--- config.mk ---
export PLATFORM = sky130hd
export DESIGN_NAME = iir_channel_scheduler_flat
export DESIGN_NICKNAME = d
export VERILOG_FILES = /design/src/rtl/iir_channel_scheduler_if.sv /design/src/rtl/iir_channel_scheduler.sv /design/src/flat_wrapper.sv
export SDC_FILE = /design/constraint.sdc
export NUM_CORES = 2
export LEC_CHECK = 0
export BUFFER_PORTS_ARGS = -buffer_cell sky130_fd_sc_hd__buf_4
export CAP_MARGIN = 20
export CORE_ASPECT_RATIO = 1.5
export CORE_MARGIN = 8
export CORE_UTILIZATION = 50
export CTS_CLUSTER_SIZE = 12
export DETAILED_ROUTE_END_ITERATION = 16
export PLACE_DENSITY = 0.7
export SYNTH_ARGS = -nofsm -noshare
export SYNTH_HDL_FRONTEND = slang
export SYNTH_SLANG_ARGS = --single-unit
--- constraint.sdc ---
create_clock -name clock -period 23 [get_ports clock]
set_input_delay 1.15 -clock clock [delete_from_list [all_inputs] [get_ports clock]]
set_output_delay 1.15 -clock clock [all_outputs]
set_load 0.005 [all_outputs]
--- src/rtl/iir_channel_scheduler_if.sv ---
// Frame-in / per-channel-result bus of the IIR channel scheduler.
// The scheduler connects through the slave modport; the frame source and result sink use master.
interface iir_channel_scheduler_if #(
  parameter int Q_IN = 32,
  parameter int N_CH = 8
);
  logic                   in_valid;
  logic [N_CH*Q_IN-1:0]   in_data;
  logic                   in_ready;
  logic [N_CH-1:0]        ch_en;
  logic                   state_clr;
  logic                   out_valid;
  logic [3:0]             out_ch;
  logic signed [Q_IN-1:0] out_data;
  logic                   out_last;
  logic [15:0]            overrun_cnt;

  modport master (
    output in_valid, in_data, ch_en, state_clr,
    input  in_ready, out_valid, out_ch, out_data, out_last, overrun_cnt
  );

  modport slave (
    input  in_valid, in_data, ch_en, state_clr,
    output in_ready, out_valid, out_ch, out_data, out_last, overrun_cnt
  );
endinterface

--- src/rtl/iir_channel_scheduler.sv ---
// One shared first-order IIR over N_CH channels, served round-robin; IIR_SCHED_OVERRUN_CNT_EN adds the overrun counter.
// Latency: channel i result strobes 5(i+1) cycles after frame accept; frame busy 5M cycles (M enabled channels).
// Backpressure: in_ready low while busy or clearing; frames offered then are dropped, not held.
module iir_channel_scheduler #(
  parameter int Q_IN = 32,
  parameter int N_CH = 8,
  parameter int B1   = 409,
  parameter int B2   = 409,
  parameter int A2   = -64718
) (
  input logic                    clock,
  input logic                    reset,
  iir_channel_scheduler_if.slave bus
);
  localparam int ACC_W  = Q_IN + 20;
  localparam int PROD_W = Q_IN + 18;
  localparam int CH_W   = (N_CH > 1) ? $clog2(N_CH) : 1;

  localparam logic [2:0] IDLE   = 3'd0;
  localparam logic [2:0] MUL_X  = 3'd1;
  localparam logic [2:0] MUL_X1 = 3'd2;
  localparam logic [2:0] MUL_Y1 = 3'd3;
  localparam logic [2:0] DIV    = 3'd4;
  localparam logic [2:0] EMIT   = 3'd5;

  localparam logic signed [17:0] COEF_B1 = 18'(B1);
  localparam logic signed [17:0] COEF_B2 = 18'(B2);
  localparam logic signed [17:0] COEF_A2 = 18'(A2);

  logic [2:0]             state_q;
  logic [CH_W-1:0]        ch_q;
  logic [N_CH-1:0]        mask_q;
  logic signed [Q_IN-1:0] frame_q [N_CH];
  logic signed [Q_IN-1:0] x1_q    [N_CH];
  logic signed [Q_IN-1:0] y1_q    [N_CH];
  logic signed [ACC_W-1:0] acc_q;
  logic signed [Q_IN-1:0] y_q;
  logic                   clr_pend_q;

  logic                   out_valid_q;
  logic [3:0]             out_ch_q;
  logic signed [Q_IN-1:0] out_data_q;
  logic                   out_last_q;

  logic                   clr_req;
  logic                   in_ready;
  logic [CH_W-1:0]        first_ch;
  logic [CH_W-1:0]        nxt_ch;
  logic                   nxt_found;
  logic signed [Q_IN-1:0] mul_a;
  logic signed [17:0]     mul_b;
  logic signed [PROD_W-1:0] prod;
  logic signed [ACC_W-1:0] acc_adj;
  logic signed [Q_IN-1:0] y_div;

  // A pending or same-cycle clear owns the IDLE cycle, so no frame is accepted alongside it.
  assign clr_req  = bus.state_clr || clr_pend_q;
  assign in_ready = (state_q == IDLE) && !clr_req;

  always_comb begin
    first_ch = '0;
    for (int k = N_CH - 1; k >= 0; k--) begin
      if (bus.ch_en[k]) first_ch = CH_W'(k);
    end
  end

  always_comb begin
    nxt_found = 1'b0;
    nxt_ch    = '0;
    for (int k = N_CH - 1; k >= 0; k--) begin
      if (mask_q[k] && (k > int'(ch_q))) begin
        nxt_found = 1'b1;
        nxt_ch    = CH_W'(k);
      end
    end
  end

  always_comb begin
    mul_a = frame_q[ch_q];
    mul_b = COEF_B1;
    case (state_q)
      MUL_X1: begin
        mul_a = x1_q[ch_q];
        mul_b = COEF_B2;
      end
      MUL_Y1: begin
        mul_a = y1_q[ch_q];
        mul_b = COEF_A2;
      end
      default: ;
    endcase
  end

  assign prod = mul_a * mul_b;

  // Bias negative sums by 2^16-1 so the shift rounds toward zero like a true divide.
  assign acc_adj = acc_q[ACC_W-1] ? (acc_q + ACC_W'(65535)) : acc_q;
  assign y_div   = Q_IN'(acc_adj >>> 16);

  always_ff @(posedge clock or negedge reset) begin
    if (!reset) begin
      state_q     <= IDLE;
      ch_q        <= '0;
      mask_q      <= '0;
      acc_q       <= '0;
      y_q         <= '0;
      clr_pend_q  <= 1'b0;
      out_valid_q <= 1'b0;
      out_ch_q    <= '0;
      out_data_q  <= '0;
      out_last_q  <= 1'b0;
      for (int k = 0; k < N_CH; k++) begin
        frame_q[k] <= '0;
        x1_q[k]    <= '0;
        y1_q[k]    <= '0;
      end
    end else begin
      out_valid_q <= 1'b0;
      case (state_q)
        IDLE: begin
          if (clr_req) begin
            clr_pend_q <= 1'b0;
            for (int k = 0; k < N_CH; k++) begin
              x1_q[k] <= '0;
              y1_q[k] <= '0;
            end
          end else if (bus.in_valid) begin
            for (int k = 0; k < N_CH; k++) begin
              frame_q[k] <= bus.in_data[k*Q_IN +: Q_IN];
            end
            mask_q  <= bus.ch_en;
            ch_q    <= first_ch;
            state_q <= MUL_X;
          end
        end
        MUL_X: begin
          if (mask_q == '0) begin
            state_q <= IDLE;
          end else begin
            acc_q   <= ACC_W'(prod);
            state_q <= MUL_X1;
          end
        end
        MUL_X1: begin
          acc_q   <= acc_q + ACC_W'(prod);
          state_q <= MUL_Y1;
        end
        MUL_Y1: begin
          acc_q   <= acc_q - ACC_W'(prod);
          state_q <= DIV;
        end
        DIV: begin
          y_q     <= y_div;
          state_q <= EMIT;
        end
        EMIT: begin
          out_valid_q <= 1'b1;
          out_data_q  <= y_q;
          out_ch_q    <= 4'(ch_q);
          out_last_q  <= !nxt_found;
          x1_q[ch_q]  <= frame_q[ch_q];
          y1_q[ch_q]  <= y_q;
          if (nxt_found) begin
            ch_q    <= nxt_ch;
            state_q <= MUL_X;
          end else begin
            state_q <= IDLE;
          end
        end
        default: state_q <= IDLE;
      endcase
      if ((state_q != IDLE) && bus.state_clr) clr_pend_q <= 1'b1;
    end
  end

`ifdef IIR_SCHED_OVERRUN_CNT_EN
  logic [15:0] overrun_q;

  always_ff @(posedge clock or negedge reset) begin
    if (!reset) begin
      overrun_q <= '0;
    end else if (bus.in_valid && !in_ready && (overrun_q != 16'hFFFF)) begin
      overrun_q <= overrun_q + 16'd1;
    end
  end

  assign bus.overrun_cnt = overrun_q;
`else
  assign bus.overrun_cnt = 16'd0;
`endif

  assign bus.in_ready  = in_ready;
  assign bus.out_valid = out_valid_q;
  assign bus.out_ch    = out_ch_q;
  assign bus.out_data  = out_data_q;
  assign bus.out_last  = out_last_q;
endmodule

--- src/flat_wrapper.sv ---
// flat-port wrapper written by rule: the top's interface ports become plain ports
module iir_channel_scheduler_flat 
#(
  parameter int Q_IN = 32,
  parameter int N_CH = 8,
  parameter int B1   = 409,
  parameter int B2   = 409,
  parameter int A2   = -64718
)
  (clock, reset, bus_in_valid, bus_in_data, bus_ch_en, bus_state_clr, bus_in_ready, bus_out_valid, bus_out_ch, bus_out_data, bus_out_last, bus_overrun_cnt);
  iir_channel_scheduler_if #(.Q_IN(Q_IN), .N_CH(N_CH)) bus_i ();
  input logic clock;
  input logic reset;
  input wire logic [$bits(bus_i.in_valid)-1:0] bus_in_valid;
  input wire logic [$bits(bus_i.in_data)-1:0] bus_in_data;
  input wire logic [$bits(bus_i.ch_en)-1:0] bus_ch_en;
  input wire logic [$bits(bus_i.state_clr)-1:0] bus_state_clr;
  output wire logic [$bits(bus_i.in_ready)-1:0] bus_in_ready;
  output wire logic [$bits(bus_i.out_valid)-1:0] bus_out_valid;
  output wire logic [$bits(bus_i.out_ch)-1:0] bus_out_ch;
  output wire logic [$bits(bus_i.out_data)-1:0] bus_out_data;
  output wire logic [$bits(bus_i.out_last)-1:0] bus_out_last;
  output wire logic [$bits(bus_i.overrun_cnt)-1:0] bus_overrun_cnt;
  assign bus_i.in_valid = bus_in_valid;
  assign bus_i.in_data = bus_in_data;
  assign bus_i.ch_en = bus_ch_en;
  assign bus_i.state_clr = bus_state_clr;
  assign bus_in_ready = bus_i.in_ready;
  assign bus_out_valid = bus_i.out_valid;
  assign bus_out_ch = bus_i.out_ch;
  assign bus_out_data = bus_i.out_data;
  assign bus_out_last = bus_i.out_last;
  assign bus_overrun_cnt = bus_i.overrun_cnt;
  iir_channel_scheduler #(.Q_IN(Q_IN), .N_CH(N_CH), .B1(B1), .B2(B2), .A2(A2)) u_core (.clock(clock), .reset(reset), .bus(bus_i));
endmodule
After elaboration in Yosys (flattened, before gate mapping)
Cells that the tools add are included.

Input port bits: 268. Logic and storage cells: 141. Bits in registers: 904. Output and inout bits: 55.

Equality and inequality tests: 10. Multiply operators: 1. $lt $le $gt $ge: 9. $add $sub $neg: 3. Bitwise gates (word level): 2. Muxes and demuxes: 56. Reduce and logical (&&, ||, !) cells: 26.

Operators by type and width (number): $pmux 256 s2 (2); $bwmux 256 (2); $bmux 32 s3 (3); $mux 256 (1); $mux 32 (7); $pmux 52 s3 (1); $demux 32 s3 (1); $pmux 32 s2 (1); $mux 3 (20); $add 52x50->52 (1); $mux 52 (1); $sub 52x50->52 (1); $mul 32x18->50 (1); $add 48x17->48 const B (1); $mux 48 (1); $mux 18 (1); $pmux 3 s6 (1); $gt 3x3->1 const A (4); $mux 1 (12); $logic_and 1x1->1 (10); $logic_not 8->1 (1); $reduce_and 2->1 (4); $eq 3x2->1 const B (2); $eq 3x3->1 const B (2); other kinds (18) (26).

Depth between registers and ports, before layout
Word-level depth: 11. Depth in mapped cells: 51. Depth with buffers taken out: 45.

Worst setup path before layout
No wires, ideal clock.

Kind: register to register. Start point: register u_core.ch_q[1]. End point: register u_core.acc_q[51]. Stages on the path, launching flop included: 47. Clock period less this slack: 12.448 ns. Data arrival time: 12.382 ns. Slack: 10.552 ns. Required time: 22.935 ns. Buffers on the path: 7. Library setup time: 0.065 ns. Path through: dfrtp_1 > clkbuf_1 > clkbuf_1 > buf_1 > buf_1 > clkbuf_1 > clkbuf_1 > buf_1 > mux4_2 > nand2_1 > a21oi_1 > a21oi_1 > inv_1 > fa_1 > fa_1 > ha_1 > inv_1 > fa_1 > [11 not listed] > xnor2_1 > or4_4 > or4b_4 > o21ai_0 > xor2_1 > ha_1 > and4_1 > a211o_1 > a21o_1 > a21oi_1 > nor2_1 > a211oi_1 > o31ai_1 > a31oi_1 > o2111ai_1 > mux2_2 > a221oi_1 > o211a_1.

Word-level cells in the longest chain between the ends: 8. Elaborated cells on any way between the ends: 16. Classes of those cells: add/sub: 2; mul: 1; mux: 12; bitwise: 1.

Ends and longest elaborated chain: start, declared (RTL line iir_channel_scheduler.sv:31) `logic [CH_W-1:0] ch_q;`; start signal, assigned (RTL line iir_channel_scheduler.sv:132) `ch_q <= first_ch;`; start signal, assigned (RTL line iir_channel_scheduler.sv:164) `ch_q <= nxt_ch;`; $not 3->4 (implied by the code) * (RTL line iir_channel_scheduler.sv:79, iir_channel_scheduler.sv:83, iir_channel_scheduler.sv:87); $bmux 32 s3, on equally long branches (RTL line iir_channel_scheduler.sv:79, iir_channel_scheduler.sv:83, iir_channel_scheduler.sv:87); $mux 32, on equally long branches (2 in series) (RTL line iir_channel_scheduler.sv:79, iir_channel_scheduler.sv:83, iir_channel_scheduler.sv:87); $pmux 32 s2 * (RTL line iir_channel_scheduler.sv:81) `case (state_q)`; $mul 32x18->50 * (RTL line iir_channel_scheduler.sv:94) `assign prod = mul_a * mul_b;`; $sub 52x50->52 (tied with other cells) (RTL line iir_channel_scheduler.sv:149) `acc_q <= acc_q - ACC_W'(prod);`; $pmux 52 s3 * (RTL line iir_channel_scheduler.sv:119) `case (state_q)`; end signal, assigned (RTL line iir_channel_scheduler.sv:140) `acc_q <= ACC_W'(prod);`; end signal, assigned (RTL line iir_channel_scheduler.sv:145) `acc_q <= acc_q + ACC_W'(prod);`; end signal, assigned (RTL line iir_channel_scheduler.sv:149); end, declared (RTL line iir_channel_scheduler.sv:36) `logic signed [ACC_W-1:0] acc_q;`.

Mark *: on every way between the ends. The rest lies on a longest branch, timed or not. The select of a mux whose other input is x is not followed. A chain may end at the register's enable or synchronous reset.

Worst setup path in the final report
Start point: register u_core.ch_q[2]. End point: register u_core.acc_q[51].

The elaborated chain is that of the path after synthesis.

==> flow_summary.yaml <==
run_status:
  status: "finished, final reports clean"
setup_path:
  startpoint_type: "flip-flop"
  critPathMaxStageDelay_ns: 0.98
  critical_path_class: "flip-flop to flip-flop"
  crit_top_cell: "fa_1"
  worst-endpoint-required_ns: 23.65
  cp_max_fo: 51
  cp.arrival_ns: 14.87
  endpoint_kind: "flip-flop"
  crit_slowest_cell: "dfrtp_4"
global_routing:
  antenna_found_initial: 1
  grt_pass1_vias: 47830
  grt_use_met3_pct: 6.050
  grt_usage_pct: 30.90
  grt-ovfl-total: 0
  grt_use_met1_pct: 36.03
  grt_util_met2_pct: 50.48
  grt_max_degree: 169
  grt_first_pass_wirelength_um: 298800
  busiest_layer: "met2"
yosys:
  synth_flop_cell: "dfrtp_1"
  syn-cell-area_um2: 57180
  ys_seq_area_share_pct: 39.56
  yosys_warnings: 0
  ys_ff_latch: 904
  synth-edff-count: 0
  synthCells: 5437
  avgSynthCellArea_um2: 10.52
  synthArstFlopShare_pct: 100.0
  synthDistinctLibCells: 92
detailed_routing:
  vias_per_cell: 6.442
  wl_per_cell_um: 27.69
  drtIter0Drc: 4061
  drtPass1Iterations: 7
  vias: 45890
  drc: 0
  wirelength_um: 197300
  ant_nets: 0
cts:
  htree_num_levels: 3
  insertion_delay_ns: 0.71
  postCtsHoldBufs: 0
  post-cts-setup-buffers: 0
  cts_made_buffers: 91
  cts.sinks: 904
  tritoncts: "built"
  clk_pin_slew_ns: 0.07
  cts_buffer_depth: 3
  ctsResizeCount: 0
  cts-root-buf: "clkbuf_16"
timing:
  clock.fmax_mhz: 70.32
  fin_tns_setup_ns: 0
  rsz0062_at_grt: "no"
  slew_violations: 0
  setup_viol: 0
  maxSlewHeadroom_pct: 20.40
  timing.final.crit_share_pct: 61.83
  finalClockSkew_ns: 0.02245
  fin_crit_ns: 14.22
  hold_viol: 0
  fin_hold_ws_ns: 0.4748
  worst_slew_pin_slew_ns: 1.194
layout:
  drive_above_1_share_pct: 17.65
  fillers: 9660
  area_growth_syn_to_layout_pct: 11.64
  finalNetCount: 6453
  final_util_pct: 56.04
floorplanning:
  die-area_um2: 125700
  dieWidth_um: 292.1
  rows: 152
  core_um2: 113900
  ioPinCount: 323
  start_util_pct: 50.19
  dieHeight_um: 430.2
placed_design:
  gp_congestion: 0.9743
  hpwlAfterDp_um: 136600
  port_buffers: 305
job:
  cap_violations: 0
worst_hold_path:
  hold_path.class: "input port to async pin"
## path summary, 6_finish.rpt
kind	startpoint	end	slack, ns	depth (start not counted)
max	u_core.ch_q[2]$_DFFE_PN0P_	u_core.acc_q[51]$_DFFE_PN0P_	8.78	43
max in group asynchronous	reset	u_core.frame_q[14]$_DFFE_PN0P_	18.54	5
min reg2reg	u_core.bus.out_data[16]$_DFFE_PN0P_	u_core.bus.out_data[16]$_DFFE_PN0P_	0.48	2
min	reset	u_core.frame_q[26]$_DFFE_PN0P_	0.47	1
max reg2reg	u_core.ch_q[2]$_DFFE_PN0P_	u_core.acc_q[51]$_DFFE_PN0P_	8.78	43
min in group clock	u_core.bus.out_data[16]$_DFFE_PN0P_	u_core.bus.out_data[16]$_DFFE_PN0P_	0.48	2
## area by class of cell
class | count | area [um2] | area share (%)
Antenna cell | 1 | 2.502 | 0.003920
Clock buffer | 112 | 2427 | 3.802
Clock inverter | 17 | 252.7 | 0.3959
Inverter | 478 | 1795 | 2.813
Multi-Input combinational cell | 3725 | 31680 | 49.62
Sequential cell | 904 | 22630 | 35.45
Tap cell | 1463 | 1831 | 2.867
Timing Repair Buffer | 424 | 3222 | 5.047
## cell families after synthesis
| logic type | after synthesis | synth area share [%] |
|---|---|---|
| xor gates and xnor gates | 167 | 2.558 |
| muxes | 464 | 10.07 |
| and+or+nand+nor | 1049 | 8.359 |
| DFF | 904 | 39.56 |
| AOI/OAI and AO/OA | 1438 | 17.99 |
| buffers and inverters | 852 | 5.720 |
| other | 2 | 0.01313 |
| adders and majority gates | 561 | 15.73 |
## placed cells by master, fill, tap and decap left out, drive strengths merged, types with 209 or more instances in the layout
| cell | Yosys | final |
|---|---|---|
| inv | 476 | 479 |
| ha | 298 | 298 |
| nor2 | 256 | 256 |
| mux2 | 309 | 309 |
| o21ai | 209 | 209 |
| a22o | 479 | 479 |
| buf | 104 | 422 |
| a21oi | 300 | 300 |
| nand2 | 439 | 439 |
| dfrtp | 904 | 904 |
| fa | 263 | 263 |
## critical path, delay by kind of cell, from the launching register on
kind,cells,cell delay (ns)
adder cells (fa/ha/maj),8,3.36
flip-flops,1,0.98
AND/OR/NAND/NOR,9,3.08
XOR/XNOR,2,0.51
AO/OA/AOI/OAI,14,3.52
multiplexers,1,0.40
buffers and inverters,9,2.21
## Yosys cell counts, types with 97 or more instances
master / number / area [um2]
mux2i_1: 97 / 970.9
fa_1: 263 / 5265
inv_1: 475 / 1783
nor2_1: 255 / 957.2
mux2_2: 308 / 3468
a21oi_1: 299 / 1496
ha_1: 298 / 3729
a22o_1: 479 / 4195
dfrtp_1: 904 / 22620
o21ai_0: 206 / 1031
nand2_1: 437 / 1640
clkbuf_1: 270 / 1013
## sequential cells by signal, indices dropped and copies added (netlist names)
name	count
u_core.acc_q	52
u_core.bus.out_ch	3
u_core.bus.out_data	32
u_core.bus.out_last	1
u_core.bus.out_valid	1
u_core.ch_q	3
u_core.clr_pend_q	1
u_core.frame_q	256
u_core.mask_q	8
u_core.state_q	3
u_core.x1_q	256
u_core.y1_q	256
u_core.y_q	32
## per-layer routing
layer  vias to the layer above  share of wire [%]
met5                         -             0.0066
met4                         2                8.5
met3                       682                8.8
met2                      2644                 47
met1                     22920                 36
li1                      19640                  -
## through the flow
step | cell area, um2 | cells | worst slack (ns)
3_5_place_dp | 61150 | 6993 | 8.975
6_report | 63840 | 7124 | 8.778
5_1_grt | 63840 | 7123 | 7.971
4_1_cts | 63830 | 7122 | 8.877
3_3_place_gp | 61120 | 6988 | 8.725
2_1_floorplan | 57350 | 5481 | 10.55
Power is not shown: default switching activity piles up to over one toggle a cycle in this logic, so the estimate is an artifact.
